===== src/rtl/progmem_access_ctrl.sv =====
// Program-memory port sequencer/arbiter: SPM > LPM > fetch; reads valid 3 cycles after grant sample.
// Losing requesters stay pending; all reads stall while an erase/program waits on mem_rdy.
module progmem_access_ctrl #(
  parameter int ADDR_W      = 14,
  parameter int TIMEOUT_CYC = 4096,
  parameter int CNT_W       = 13
) (
  input  logic              clk,
  input  logic              rst_n,
  input  logic              if_req,
  input  logic [ADDR_W-1:0] if_addr,
  output logic              if_valid,
  output logic [15:0]       if_data,
  input  logic              lpm_req,
  input  logic [ADDR_W:0]   lpm_zaddr,
  output logic              lpm_valid,
  output logic [7:0]        lpm_data,
  input  logic              spm_req,
  input  logic [1:0]        spm_op,
  input  logic [ADDR_W-1:0] spm_addr,
  input  logic [15:0]       spm_wdata,
  output logic              spm_done,
  output logic              spm_err,
  output logic              busy,
  output logic [ADDR_W-1:0] mem_addr,
  output logic              mem_rd,
  output logic              mem_wr,
  output logic [15:0]       mem_wdata,
  output logic              mem_erase,
  output logic              mem_prog,
  input  logic [15:0]       mem_rdata,
  input  logic              mem_rdy
);

  typedef enum logic [1:0] {IDLE, RD_WAIT, SPM_BUSY} state_t;

  localparam logic [CNT_W-1:0] TMO = CNT_W'(TIMEOUT_CYC);

  state_t            state_q;
  logic              rd_ph_q;
  logic              rd_lpm_q;
  logic              lpm_hi_q;
  logic              resp_q;
  logic              resp_err_q;
  logic [CNT_W-1:0]  cnt_q;
  logic [CNT_W-1:0]  cnt_d;

  logic              if_valid_q;
  logic [15:0]       if_data_q;
  logic              lpm_valid_q;
  logic [7:0]        lpm_data_q;
  logic              spm_done_q;
  logic              spm_err_q;
  logic              busy_q;
  logic [ADDR_W-1:0] mem_addr_q;
  logic              mem_rd_q;
  logic              mem_wr_q;
  logic [15:0]       mem_wdata_q;
  logic              mem_erase_q;
  logic              mem_prog_q;

  assign cnt_d = cnt_q + 1'b1;

  always_ff @(posedge clk or negedge rst_n) begin
    if (!rst_n) begin
      state_q     <= IDLE;
      rd_ph_q     <= 1'b0;
      rd_lpm_q    <= 1'b0;
      lpm_hi_q    <= 1'b0;
      resp_q      <= 1'b0;
      resp_err_q  <= 1'b0;
      cnt_q       <= '0;
      if_valid_q  <= 1'b0;
      if_data_q   <= '0;
      lpm_valid_q <= 1'b0;
      lpm_data_q  <= '0;
      spm_done_q  <= 1'b0;
      spm_err_q   <= 1'b0;
      busy_q      <= 1'b0;
      mem_addr_q  <= '0;
      mem_rd_q    <= 1'b0;
      mem_wr_q    <= 1'b0;
      mem_wdata_q <= '0;
      mem_erase_q <= 1'b0;
      mem_prog_q  <= 1'b0;
    end else begin
      // Strobes and completion flags are single-cycle pulses.
      if_valid_q  <= 1'b0;
      lpm_valid_q <= 1'b0;
      spm_done_q  <= 1'b0;
      spm_err_q   <= 1'b0;
      mem_rd_q    <= 1'b0;
      mem_wr_q    <= 1'b0;
      mem_erase_q <= 1'b0;
      mem_prog_q  <= 1'b0;

      case (state_q)
        IDLE: begin
          // A buffer load or reserved op answers here, one cycle after grant,
          // without arbitrating so the held spm_req is not granted twice.
          if (resp_q) begin
            spm_done_q <= ~resp_err_q;
            spm_err_q  <= resp_err_q;
            resp_q     <= 1'b0;
          end else if (spm_req) begin
            case (spm_op)
              2'b00: begin
                mem_wr_q    <= 1'b1;
                mem_addr_q  <= spm_addr;
                mem_wdata_q <= spm_wdata;
                resp_q      <= 1'b1;
                resp_err_q  <= 1'b0;
              end
              2'b01, 2'b10: begin
                mem_erase_q <= (spm_op == 2'b01);
                mem_prog_q  <= (spm_op == 2'b10);
                mem_addr_q  <= spm_addr;
                busy_q      <= 1'b1;
                cnt_q       <= '0;
                state_q     <= SPM_BUSY;
              end
              default: begin
                resp_q     <= 1'b1;
                resp_err_q <= 1'b1;
              end
            endcase
          end else if (lpm_req) begin
            mem_rd_q   <= 1'b1;
            mem_addr_q <= lpm_zaddr[ADDR_W:1];
            rd_lpm_q   <= 1'b1;
            lpm_hi_q   <= lpm_zaddr[0];
            rd_ph_q    <= 1'b0;
            state_q    <= RD_WAIT;
          end else if (if_req) begin
            mem_rd_q   <= 1'b1;
            mem_addr_q <= if_addr;
            rd_lpm_q   <= 1'b0;
            rd_ph_q    <= 1'b0;
            state_q    <= RD_WAIT;
          end
        end

        RD_WAIT: begin
          // First cycle is the array access; mem_rdata is on the bus in the second.
          if (!rd_ph_q) begin
            rd_ph_q <= 1'b1;
          end else begin
            if (rd_lpm_q) begin
              lpm_valid_q <= 1'b1;
              lpm_data_q  <= lpm_hi_q ? mem_rdata[15:8] : mem_rdata[7:0];
            end else begin
              if_valid_q <= 1'b1;
              if_data_q  <= mem_rdata;
            end
            state_q <= IDLE;
          end
        end

        SPM_BUSY: begin
          cnt_q <= cnt_d;
          // mem_rdy seen with the counter still at 0 predates the array reacting to the strobe.
          if ((cnt_q != '0) && mem_rdy) begin
            spm_done_q <= 1'b1;
            busy_q     <= 1'b0;
            state_q    <= IDLE;
          end else if (cnt_q >= TMO) begin
            spm_err_q <= 1'b1;
            busy_q    <= 1'b0;
            state_q   <= IDLE;
          end
        end

        default: state_q <= IDLE;
      endcase
    end
  end

  assign if_valid  = if_valid_q;
  assign if_data   = if_data_q;
  assign lpm_valid = lpm_valid_q;
  assign lpm_data  = lpm_data_q;
  assign spm_done  = spm_done_q;
  assign spm_err   = spm_err_q;
  assign busy      = busy_q;
  assign mem_addr  = mem_addr_q;
  assign mem_rd    = mem_rd_q;
  assign mem_wr    = mem_wr_q;
  assign mem_wdata = mem_wdata_q;
  assign mem_erase = mem_erase_q;
  assign mem_prog  = mem_prog_q;

endmodule


===== config.mk =====
export PLATFORM = sky130hd
export DESIGN_NAME = progmem_access_ctrl
export DESIGN_NICKNAME = d
export VERILOG_FILES = /design/src/rtl/progmem_access_ctrl.sv
export SDC_FILE = /design/constraint.sdc
export NUM_CORES = 1
export LEC_CHECK = 0
export CAP_MARGIN = 20
export CORE_ASPECT_RATIO = 0.6
export CORE_MARGIN = 4
export CORE_UTILIZATION = 40
export CTS_CLUSTER_SIZE = 30
export DETAILED_ROUTE_END_ITERATION = 10
export PLACE_DENSITY = 0.86
export SLEW_MARGIN = 0
export SYNTH_ARGS = -nofsm -noshare
export SYNTH_HDL_FRONTEND = slang
export SYNTH_SLANG_ARGS = --single-unit

===== constraint.sdc =====
create_clock -name clk -period 1.8 [get_ports clk]
set_input_delay 0.36 -clock clk [delete_from_list [all_inputs] [get_ports clk]]
set_output_delay 0.36 -clock clk [all_outputs]
set_load 0.02 [all_outputs]

* Yosys cells after proc, flatten, opt, wreduce, memory -nomap -nowiden
Index checks and enable logic that the tools add are counted.
** Operators by class
- $add $sub $neg :: 1
- $lt $le $gt $ge :: 1
- Equal/unequal tests :: 14
- Multiplexer cells :: 64
- Bitwise gates (word level) :: 5
- Reduce and logical (&&, ||, !) cells :: 21
** Operators by type and width (count)
- $mux W14 :: 4
- $mux W1 :: 41
- $mux W13 :: 3
- $reduce_and A4 Y1 :: 7
- $pmux W13 S2 :: 1
- $mux W2 :: 8
- $add A13 B1 Y13 const B :: 1
- $ge A13 B13 Y1 const B :: 1
- $reduce_bool A13 Y1 :: 1
- $ne A2 B2 Y1 const B :: 5
- $pmux W1 S2 :: 5
- $reduce_and A5 Y1 :: 2
- $mux W8 :: 1
- $ne A3 B3 Y1 const B :: 2
- $pmux W2 S3 :: 1
- $reduce_and A3 Y1 :: 2
- $reduce_bool A2 Y1 :: 3
- $not A1 Y1 :: 5
- $eq A2 B1 Y1 const B :: 2
- $eq A2 B2 Y1 const B :: 2
- $logic_not A2 Y1 :: 2
- $ne A4 B4 Y1 const B :: 1
- $ne A3 B2 Y1 const B :: 1
- $reduce_bool A3 Y1 :: 1
- other kinds (4) :: 4
** Word-level totals
- Register bits after elaboration :: 83
- Bits of input ports :: 83
- Output and inout port bits :: 63
- Logic and storage cells :: 126

* Longest topological paths before layout
Gate-level depths: netlist of run 1.
- Depth in word-level cells :: 6
- Mapped depth :: 6
- Depth with buffers taken out :: 6

* Worst setup path before layout of run 1
Ideal clock, no wire load.
- Kind :: input -> register
- Start point :: input spm_op[0]
- End point :: register cnt_q[11]
- Library setup time :: 77 ps
- Arrival time :: 1798 ps
- Data required time :: 1723 ps
- Path slack :: -76 ps
- Cell stages on the path :: 6
- Path buffers :: 0
- Cells stage by stage :: inv_1 ha_1 nand4bb_4 a21o_1 or4_1 a21oi_1
** Between the ends
- Cells in the longest elaborated chain, start to end :: 4
- Elaborated cells between the ends (all ways) :: 5
- Classes of those cells :: eq/ne: 3; reduce/logical: 2
** Ends and longest elaborated chain
- from (decl) :: RTL line 19 : input logic [1:0] spm_op,
- $eq A2 B1 Y1 / $eq A2 B2 Y1 (equally long branches) :: RTL line 106 : case (spm_op)
- $reduce_or A2 Y1 (*) :: RTL line 106
- $ne A2 B1 Y1 (no source line) (*)
- $reduce_and A4 Y1 (no source line) (*)
- to (signal assigned) :: RTL line 160 : cnt_q <= cnt_d;
- to (decl) :: RTL line 45 : logic [CNT_W-1:0] cnt_q;
Mark *: on every way between the ends. The rest lies on a longest branch, timed or not.
A chain may end at the register's enable or synchronous reset.

* Final worst setup path of run 1
- Start point :: register state_q[0]
- End point :: register mem_addr_q[5], in the netlist mem_addr[5]
** Between the ends
- Cells in the longest elaborated chain, start to end :: 2
** Ends and longest elaborated chain
- from (decl) :: RTL line 39 : state_t state_q;
- from (signal assigned) :: RTL line 66 : state_q <= IDLE;
- from (signal assigned) :: RTL line 120 : state_q <= SPM_BUSY;
- from (signal assigned) :: RTL line 133 : state_q <= RD_WAIT;
- $logic_not A2 Y1 :: RTL line 97 : case (state_q)
- $reduce_and A4 Y1 (no source line)
- to (signal assigned) :: RTL line 109 : mem_addr_q <= spm_addr;
- to (signal assigned) :: RTL line 117 : mem_addr_q <= spm_addr;
- to (signal assigned) :: RTL line 129 : mem_addr_q <= lpm_zaddr[ADDR_W:1];
- to (decl) :: RTL line 55 : logic [ADDR_W-1:0] mem_addr_q;
No other way between the ends.

==> results of run 1 <==
[per-layer routing]
| layer | wire length, um | vias to the layer above | track usage [%] |
|---|---|---|---|
| met5 | 0 | - | 0 |
| met3 | 1180 | 9 | 10.4 |
| met4 | 107 | 0 | 5.22 |
| met2 | 4980 | 123 | 30.3 |
| li1 | - | 1464 | - |
| met1 | 4350 | 1506 | 22.6 |
[cells by family (layout without fill, tap and decap cells)]
family	count (synthesis)	after routing	synth area share, %
buffers and inverters	28	199	3.76
AND/OR/NAND/NOR	75	76	11.3
flip-flops	83	83	53.4
multiplexers	69	69	20.2
adder cells (fa/ha/maj)	6	6	1.93
XOR/XNOR	7	7	1.58
AO/OA/AOI/OAI	53	53	7.78
[synthesized netlist by cell type (2+ instances only)]
cell,instances,share of area [%]
nand3_1,5,0.64
mux2_2,37,11
clkbuf_1,9,0.87
nand4_1,3,0.48
inv_1,11,1.1
a21oi_1,9,1.2
xnor2_1,6,1.4
o31ai_1,3,0.58
nor2_2,2,0.32
ha_1,6,1.9
mux2i_1,22,5.7
nor4_1,4,0.64
and2_1,3,0.48
a2111oi_0,2,0.45
buf_2,3,0.39
mux2_4,10,3.9
a21o_1,2,0.39
a211oi_1,2,0.39
nand2_1,31,3.0
o21ai_0,30,3.9
buf_6,5,1.4
dfrtp_1,83,53
nor2_1,10,0.97
or3_1,3,0.48
[power breakdown]
part,internal [W],total (W),switching [W]
Combinational,0.00237,0.00439,0.00202
Sequential,0.00264,0.00316,0.000525
Clock,0.00122,0.00194,0.000723
[stage by stage]
| step | setup slack [ns] | total power (W) | TNS (ns) | hold slack [ns] | utilization, % |
|---|---|---|---|---|---|
| finish | -0.0336 | 0.00949 | -0.301 | 0.0556 | 64.7 |
| floorplan | 0.0201 | 0.00536 | 0 | 0.0644 | - |
| detailed placement | -0.660 | 0.00745 | -21.99 | 0.424 | 60.3 |
| CTS | 0.00608 | 0.00948 | 0 | 0.0597 | 64.0 |
| global route | -0.0589 | 0.0100 | -0.772 | 0.0737 | 64.7 |
| global placement | -0.568 | 0.00729 | -17.97 | 0.420 | 60.3 |
[repair_timing]
item                                    4_1_cts  5_1_grt
gates cloned                                  0        1
endpoints found under the setup margin       41       18
resized for setup                             9       12
setup buffers                                 2        3
pin swaps                                     1        6
[flip-flops by register name, summed over array words and instances (netlist names), 2 cells and up]
name       count
mem_wdata     16
lpm_data       8
if_data       16
mem_addr      14
cnt_q         13
state_q        2
[area by class of cell]
| class | instances | area, um2 | share of cell area [%] |
|---|---|---|---|
| clock buffers | 12 | 236 | 3.92 |
| clock inverters | 4 | 75.1 | 1.24 |
| inverters | 11 | 41.3 | 0.684 |
| multi-input cells | 211 | 1730 | 28.6 |
| flip-flops and latches | 83 | 2080 | 34.4 |
| well taps | 130 | 163 | 2.70 |
| repair buffers | 172 | 1710 | 28.4 |
[worst max-delay path by stage]
stage | endpoint | startpoint | cells past startpoint | slack (ns)
after floorplan | cnt_q[11]$_DFFE_PN0P_ | spm_op[0] | 6 | 0.02
after global placement | mem_addr[2]$_DFFE_PN0P_ | lpm_req | 5 | -0.57
after detailed placement | mem_addr[0]$_DFFE_PN0P_ | spm_req | 5 | -0.66
after CTS | mem_addr[5]$_DFFE_PN0P_ | state_q[0]$_DFFE_PN0P_ | 5 | 0.006
after global routing | mem_addr[4]$_DFFE_PN0P_ | state_q[0]$_DFFE_PN0P_ | 5 | -0.06
final | mem_addr[5]$_DFFE_PN0P_ | state_q[0]$_DFFE_PN0P_ | 5 | -0.03
==> results.tsv, run 1 <==
metric	value	unit
status	complete, but fails checks	
failing checks	setup timing	
# fillers	708	
full die area	11400	um2
setup ws final	-0.0336	ns
total CTS buffers	9	
critical path fanouts, max	7	
Slew @ Worst Pin	0.584	ns
Leak	2.62	nW
#FFs+latches synth	83	
Final ANT Viol Nets	0	
clk_skew	0.00746	ns
fraction of layout cells with a size suffix above 1	21.3	%
cts hold-fix bufs	0	
RSZ-0062 raised after global routing	yes	
first-pass GRT wire length	17100	um
slowest stage delay, CP	0.55	ns
Max Freq	0.545	GHz
synthesis-to-finish area growth	55.1	%
type of origin of the critical path	flip-flop	
WP buf/inv	1	
Hold Vio Cnt, Final	0	
drt first-iter violations	149	
reg2reg end	mem_addr[5]$_DFFE_PN0P_	
Avg Cell Area, Syn	12.1	um2
clock sink count	83	
min cycle time layout	1.83	ns
RR Startpoint	state_q[0]$_DFFE_PN0P_	
Die Y-Extent	84.4	um
Worst path slowest cell	or4b_4	
IO Port Bufs	145	
Overflow after GRT	0	
yosys warns	0	
number of global-route vias before repair	3390	
fin cells	623	
drt wl/cell	17.0	um
Die W	135	um
Clock Root Buffer	clkbuf_16	
H-tree depth	3	
fin area	6030	um2
Crit. End Element	flip-flop	
drt first pass iters	4	
HP Class	in2async	
commonest non-fill, non-tap cell in the layout	clkdlybuf4s50_1	
total core area	9320	um2
CP arrival	2.06	ns
Relative slew margins	61.0	%
worst path cell trace	buf_6 > or4b_4 > nor2_4 > nor2_4 > mux2_4	
final setup violating endpoints	14	
Post-synth EDFFs	0	
Clock Latency Late Sink	0.34	ns
P per Cell Area	1570	nW/um2
GRT Util Overall	19.1	%
Core Rows	27	
reg2reg path depth	5	
Crit path max-delay family	simple AND/OR/NAND/NOR gates	
Post-Syn Nets	410	
RePlAce Congestion	0.852	
dpl hpwl	7720	um
nets	577	
Synth cell types	44	
Worst Path Required	2.03	ns
Final period util	102	%
Total Routed Length	10600	um
most frequent cells in the layout	clkdlybuf4s50_1, dfrtp_1, mux2_2, nand2_1, o21ai_0	
CTS tree	yes	
antenna cells	0	
I/O pin count	146	
Post-synth ARST share	100	%
prevailing post-synth register cell	dfrtp_1	
via count	3102	
Post-DP Area	5620	um2
Remaining DRCs	0	
vias per cell	4.98	
initial antenna violation count	0	
most used cell, CP	nor2_4	
initial core utilization	41.7	%
Placed Cells	601	
critical path class	reg2reg	
clock transition at the registers of the reported paths	0.06	ns
clock buffer depth	2	
largest net degree at the start of global routing	84	
Post-Syn Area	3890	um2
Max Cap Viol	0	
FF-to-FF setup slack	-0.03	ns
cells after synthesis	321	
Slew Viols, Final	0	
sequential area share after synthesis	53.4	%
VDD IR max	1.10	mV
Note: power is estimated with default switching activity, not from simulation.
==> inputs of run 2 (changes only) <==
--- a/config.mk
+++ b/config.mk
@@ -12,7 +12,7 @@
 export CTS_CLUSTER_SIZE = 30
 export DETAILED_ROUTE_END_ITERATION = 10
 export PLACE_DENSITY = 0.86
-export SLEW_MARGIN = 0
+export SLEW_MARGIN = 10
 export SYNTH_ARGS = -nofsm -noshare
 export SYNTH_HDL_FRONTEND = slang
 export SYNTH_SLANG_ARGS = --single-unit
==> results of run 2 <==
The final DEF is identical to that of run 1; final timing and power are the same.
